`src/rtl/bali_cpu.sv`:
```
// Single-cycle bytecode core: executes one instruction per rising edge against a
// 32-bit operand stack and presents the next fetch address on program_counter.
module bali_cpu #(
  parameter int STACK_DEPTH = 16
) (
  input  logic        clk,
  input  logic        rst,
  input  logic [7:0]  op_code,
  input  logic [7:0]  arg1,
  input  logic [7:0]  arg2,
  output logic [7:0]  program_counter,
  output logic [31:0] stack_top,
  output logic        stack_error
);

  localparam int AW = $clog2(STACK_DEPTH);
  localparam int DW = AW + 1;
  localparam logic [DW-1:0] FULL = DW'(STACK_DEPTH);

  logic [31:0]   stack [STACK_DEPTH];
  logic [DW-1:0] depth, depth_nxt, base;
  logic [1:0]    n_pop, n_push;
  logic [31:0]   v0, v1, p0, p1;
  logic [7:0]    pc_nxt;
  logic          wr0, wr1, under, over;

  function automatic logic cmp(input logic [2:0] c, input logic signed [31:0] x,
                               input logic signed [31:0] y);
    case (c)
      3'd0:    cmp = (x == y);
      3'd1:    cmp = (x != y);
      3'd2:    cmp = (x < y);
      3'd3:    cmp = (x >= y);
      3'd4:    cmp = (x > y);
      3'd5:    cmp = (x <= y);
      default: cmp = 1'b0;
    endcase
  endfunction

  // v0 is the top entry, v1 the one beneath it; missing entries read as 0.
  assign v0 = (depth != '0) ? stack[AW'(depth - DW'(1))] : 32'd0;
  assign v1 = (depth > DW'(1)) ? stack[AW'(depth - DW'(2))] : 32'd0;
  assign stack_top = v0;

  always_comb begin
    n_pop  = 2'd0;
    n_push = 2'd0;
    p0     = 32'd0;
    p1     = 32'd0;
    pc_nxt = program_counter + 8'd1;
    case (op_code) inside
      [8'h02:8'h08]: begin n_push = 2'd1; p0 = {24'd0, op_code} - 32'd3; end
      8'h10: begin
        n_push = 2'd1;
        p0     = {{24{arg1[7]}}, arg1};
        pc_nxt = program_counter + 8'd2;
      end
      8'h11: begin
        n_push = 2'd1;
        p0     = {{16{arg1[7]}}, arg1, arg2};
        pc_nxt = program_counter + 8'd3;
      end
      8'h57: n_pop = 2'd1;
      8'h59: begin n_pop = 2'd1; n_push = 2'd2; p0 = v0; p1 = v0; end
      // swap: re-push the old top first so the old second entry ends on top
      8'h5F: begin n_pop = 2'd2; n_push = 2'd2; p0 = v0; p1 = v1; end
      8'h60: begin n_pop = 2'd2; n_push = 2'd1; p0 = v1 + v0; end
      8'h64: begin n_pop = 2'd2; n_push = 2'd1; p0 = v1 - v0; end
      8'h7E: begin n_pop = 2'd2; n_push = 2'd1; p0 = v1 & v0; end
      8'h80: begin n_pop = 2'd2; n_push = 2'd1; p0 = v1 | v0; end
      8'h82: begin n_pop = 2'd2; n_push = 2'd1; p0 = v1 ^ v0; end
      8'h74: begin n_pop = 2'd1; n_push = 2'd1; p0 = 32'd0 - v0; end
      // only the low offset byte matters since PC arithmetic wraps at 8 bits
      [8'h99:8'h9E]: begin
        n_pop  = 2'd1;
        pc_nxt = cmp(3'(op_code - 8'h99), v0, 32'd0) ? program_counter + arg2
                                                     : program_counter + 8'd3;
      end
      [8'h9F:8'hA4]: begin
        n_pop  = 2'd2;
        pc_nxt = cmp(3'(op_code - 8'h9F), v1, v0) ? program_counter + arg2
                                                  : program_counter + 8'd3;
      end
      8'hA7:   pc_nxt = program_counter + arg2;
      default: ;
    endcase
  end

  always_comb begin
    under     = (depth < DW'(n_pop));
    base      = under ? '0 : depth - DW'(n_pop);
    wr0       = (n_push != 2'd0) && (base < FULL);
    wr1       = (n_push == 2'd2) && ((base + DW'(1)) < FULL);
    over      = ((n_push != 2'd0) && !wr0) || ((n_push == 2'd2) && !wr1);
    depth_nxt = base + DW'(wr0) + DW'(wr1);
  end

  always_ff @(posedge clk or posedge rst) begin
    if (rst) begin
      program_counter <= 8'd0;
      depth           <= '0;
      stack_error     <= 1'b0;
    end else begin
      program_counter <= pc_nxt;
      depth           <= depth_nxt;
      if (under || over) stack_error <= 1'b1;
    end
  end

  // Entry storage needs no reset: depth alone decides which entries are live.
  always_ff @(posedge clk) begin
    if (!rst) begin
      if (wr0) stack[AW'(base)] <= p0;
      if (wr1) stack[AW'(base + DW'(1))] <= p1;
    end
  end

endmodule

```
`config.mk`:
```
export PLATFORM = sky130hd
export DESIGN_NAME = bali_cpu
export DESIGN_NICKNAME = d
export VERILOG_FILES = /design/src/rtl/bali_cpu.sv
export SDC_FILE = /design/constraint.sdc
export NUM_CORES = 2
export LEC_CHECK = 0
export ABC_CLOCK_PERIOD_IN_PS = 24400
export CAP_MARGIN = 5
export CELL_PAD_IN_SITES_DETAIL_PLACEMENT = 2
export CELL_PAD_IN_SITES_GLOBAL_PLACEMENT = 2
export CORE_ASPECT_RATIO = 0.6
export CORE_MARGIN = 2
export CORE_UTILIZATION = 35
export DETAILED_ROUTE_END_ITERATION = 12
export PLACE_DENSITY_LB_ADDON = 0.2
export REMOVE_ABC_BUFFERS = 1
export SLEW_MARGIN = 20
export SYNTH_ARGS = -nofsm -noshare
export SYNTH_HDL_FRONTEND = slang
export SYNTH_SLANG_ARGS = --single-unit
```
`constraint.sdc`:
```
create_clock -name clk -period 24.4 [get_ports clk]
set_input_delay 4.88 -clock clk [delete_from_list [all_inputs] [get_ports clk]]
set_output_delay 4.88 -clock clk [all_outputs]
set_load 0.1 [all_outputs]
```
==> flow_summary.json <==
{
  "ys_ff_latch": 526,
  "design.die.area_um2": 117000,
  "final_worst_path_cycle_share": 0.5068,
  "wirelength_mm": 197.0,
  "holdCritPathClass": "register to register",
  "vias": 35420,
  "maxCapViolations": 0,
  "die-width_um": 440.2,
  "critical_path_peak_fanout": 32,
  "place_congestion": 0.9401,
  "hpwl_mm": 137.3,
  "initial_utilization": 0.3550,
  "depth_of_the_worst_register_to_register_path": 20,
  "number_of_h_tree_branching_levels": 2,
  "wire_length_of_the_first_global_routing_pass_mm": 276.7,
  "ys.flop_type": "sky130_fd_sc_hd__edfxtp_1",
  "synth.cell_area_um2": 39960,
  "gr_usage_total": 0.3309,
  "avgSynthCellArea_um2": 10.80,
  "drt_first_pass_iters": 6,
  "setup_violations": 0,
  "synth-async-reset-ratio": 0.02662,
  "post_cts_hold_buffer_count": 0,
  "post_route_cells_drive_above_1_share": 0.1737,
  "rsz0062_at_grt": "no",
  "clock_sink_count": 526,
  "vias_per_cell": 6.797,
  "postCtsSetupBuffers": 0,
  "yosys_warnings": 0,
  "grt_pass1_vias": 34880,
  "worstReg2RegStart": "depth[0]$_DFF_PP0_",
  "die_h_um": 265.7,
  "grt_max_degree": 109,
  "rows": 95,
  "clockRootBuffer": "sky130_fd_sc_hd__clkbuf_16",
  "smallest_setup_slack_after_layout_ns": 12.04,
  "placement.setup.worst_slack_ns": 11.55,
  "arrival_time_at_the_worst_endpoint_ns": 12.62,
  "worst_endpoint_required_time_ns": 24.66,
  "timing.final.crit_period_ns": 12.36,
  "design.core.area_um2": 112600,
  "skew_ns": 0.04324,
  "final-hold-violation-count": 0,
  "r2r-end": "stack[15][26]$_DFFE_PP_",
  "crit_path_end_kind": "register",
  "setup_tns_ns": 0,
  "drt_iter0_markers": 4914,
  "cts.path.max_buffers": 3,
  "cts.repair.resized": 0,
  "seq_total_area_yosys": 0.3935,
  "number_of_synthesized_flops_with_an_enable_pin": 512,
  "placement.io_buffers": 66,
  "setup.worst_path.end": "stack[15][23]$_DFFE_PP_",
  "setup.reg_to_reg.worst_slack_ns": 14.42,
  "achievable-frequency_ghz": 0.08087,
  "detail_route.drc_violations": 0,
  "setup.worst_path.class": "input port to register",
  "overflow_after_grt": 0,
  "slew_violations": 0,
  "top_level_ports": 67,
  "critical_path_source_type": "input port",
  "setup.worst_path.start": "op_code[0]",
  "final_net_count": 3802,
  "postSynthCellCount": 3699,
  "cts.reportedPaths.clkPinSlew_ns": 0.06,
  "timing.slew.headroom": 0.2016,
  "clock_tree_from_tritoncts": "yes",
  "cts_made_buffers": 55,
  "route.detailed.wl_per_inst_um": 37.80,
  "flow.area_growth_from_synthesis_pct": 11.49,
  "grt_antenna_before_repair": 2,
  "distinct_cells_synth": 106,
  "drt.antenna.violating_nets": 0,
  "outcome": "finished, final reports clean",
  "worst_slew_pin_tran_ns": 1.198,
  "clock_insertion_delay_worst_skew_ns": 0.68
}
[cells in the final DEF (no fill, tap or decap), types with 29 or more instances in the layout]
cell type	n
sky130_fd_sc_hd__o22ai_1	35
sky130_fd_sc_hd__o21ai_0	164
sky130_fd_sc_hd__nand2_1	365
sky130_fd_sc_hd__nor2_1	269
sky130_fd_sc_hd__mux4_2	235
sky130_fd_sc_hd__o221ai_1	35
sky130_fd_sc_hd__and2_1	47
sky130_fd_sc_hd__a31oi_1	73
sky130_fd_sc_hd__nand4_1	31
sky130_fd_sc_hd__clkbuf_16	56
sky130_fd_sc_hd__edfxtp_1	512
sky130_fd_sc_hd__clkdlybuf4s50_1	66
sky130_fd_sc_hd__mux2i_1	336
sky130_fd_sc_hd__nor3_1	59
sky130_fd_sc_hd__a21oi_1	234
sky130_fd_sc_hd__xnor2_1	57
sky130_fd_sc_hd__ha_1	109
sky130_fd_sc_hd__buf_4	159
sky130_fd_sc_hd__mux2_2	29
sky130_fd_sc_hd__inv_1	111
sky130_fd_sc_hd__nand3_1	86
[state kept, by name, summed over array words and instances (netlist names)]
| signal | flops |
|---|---|
| depth | 5 |
| program_counter | 8 |
| stack_error | 1 |
| stack | 512 |
[area by class of cell]
class,count,area [um^2]
inverter,116,435.4
multi-input combinational,2735,22840
fill,11740,68010
tap,1503,1881
timing repair buffer,228,1891
sequential,526,15730
clock inverter,36,327.8
antenna,1,2.502
clock buffer,66,1439
[metal layers]
metal,wire length (um),vias up,GRT usage
met2,78530,1996,0.4494
met3,21740,256,0.07937
li1,-,14280,-
met1,92160,18890,0.5211
met4,4555,2,0.07247
met5,7,-,0
[through the flow]
stage	util	instances	hold WS [ns]	area [um^2]
after floorplan	-	3377	0.6904	38460
after global placement	0.3798	5105	0.5793	42750
after detailed placement	0.3799	5107	0.5706	42760
after CTS	0.3956	5209	0.5853	44530
after global routing	0.3958	5210	0.6272	44550
final	0.3958	5211	0.6019	44550
[how the worst min path moves through the flow]
stage	start	to	slack [ns]	cells past startpoint
2_1_floorplan	depth[4]$_DFF_PP0_	depth[4]$_DFF_PP0_	0.69	2
3_3_place_gp	stack_error$_DFFE_PP0P_	stack_error$_DFFE_PP0P_	0.58	1
3_5_place_dp	stack_error$_DFFE_PP0P_	stack_error$_DFFE_PP0P_	0.57	1
4_1_cts	stack_error$_DFFE_PP0P_	stack_error$_DFFE_PP0P_	0.59	1
5_1_grt	stack_error$_DFFE_PP0P_	stack_error$_DFFE_PP0P_	0.63	1
6_report	stack_error$_DFFE_PP0P_	stack_error$_DFFE_PP0P_	0.60	1
[kinds of logic after synthesis]
group | synth area share
AND/OR/NAND/NOR | 0.1190
buffers and inverters | 0.04850
multiplexers | 0.2395
flip-flops | 0.3935
AO/OA/AOI/OAI | 0.1462
XOR/XNOR | 0.01703
adder cells (fa/ha/maj) | 0.03626
[cell usage after synthesis (all sizes together) (17+ instances only)]
master | instances | area, um^2
o221ai | 36 | 321.6
a211oi | 35 | 282.8
o31ai | 18 | 135.1
nor2 | 286 | 1079
xnor2 | 59 | 516.8
o22ai | 40 | 262.8
inv | 113 | 424.2
nand2b | 18 | 115.1
a21o | 23 | 172.7
a21oi | 235 | 1176
clkbuf | 239 | 900.9
nand4 | 32 | 215.2
xor2 | 17 | 163.9
mux4 | 257 | 5868
o21a | 27 | 202.7
a221oi | 31 | 290.3
nor3 | 77 | 401.6
o21ai | 183 | 915.9
and2 | 48 | 300.3
ha | 111 | 1389
nand2 | 373 | 1408
mux2 | 30 | 337.8
nor2b | 17 | 106.4
a31oi | 74 | 462.9
a22oi | 29 | 217.7
or3 | 24 | 151.4
nand3 | 90 | 450.4
buf | 83 | 601.8
mux2i | 336 | 3363
edfxtp | 512 | 15370
[critical path: stages]
cell and delay (ns):
sky130_fd_sc_hd__clkdlybuf4s50_1 0.63, sky130_fd_sc_hd__inv_1 0.22, sky130_fd_sc_hd__ha_1 0.44, sky130_fd_sc_hd__and4_1 0.27
sky130_fd_sc_hd__buf_4 0.28, sky130_fd_sc_hd__nor2_1 0.25, sky130_fd_sc_hd__nand3_1 0.17, sky130_fd_sc_hd__or3_1 0.46
sky130_fd_sc_hd__nor2_1 0.30, sky130_fd_sc_hd__ha_1 0.17, sky130_fd_sc_hd__nor2b_1 0.17, sky130_fd_sc_hd__nor3_1 0.10
sky130_fd_sc_hd__and2_1 0.26, sky130_fd_sc_hd__nor2_1 0.41, sky130_fd_sc_hd__nand2_1 0.47, sky130_fd_sc_hd__nor2_1 0.41
sky130_fd_sc_hd__xor2_1 0.22, sky130_fd_sc_hd__nand3_1 0.10, sky130_fd_sc_hd__buf_4 0.27, sky130_fd_sc_hd__nor2_1 0.38
sky130_fd_sc_hd__nand2_2 0.58, sky130_fd_sc_hd__nand2_2 1.10
Power is not shown: default switching activity piles up to over one toggle a cycle in this logic, so the estimate is an artifact.
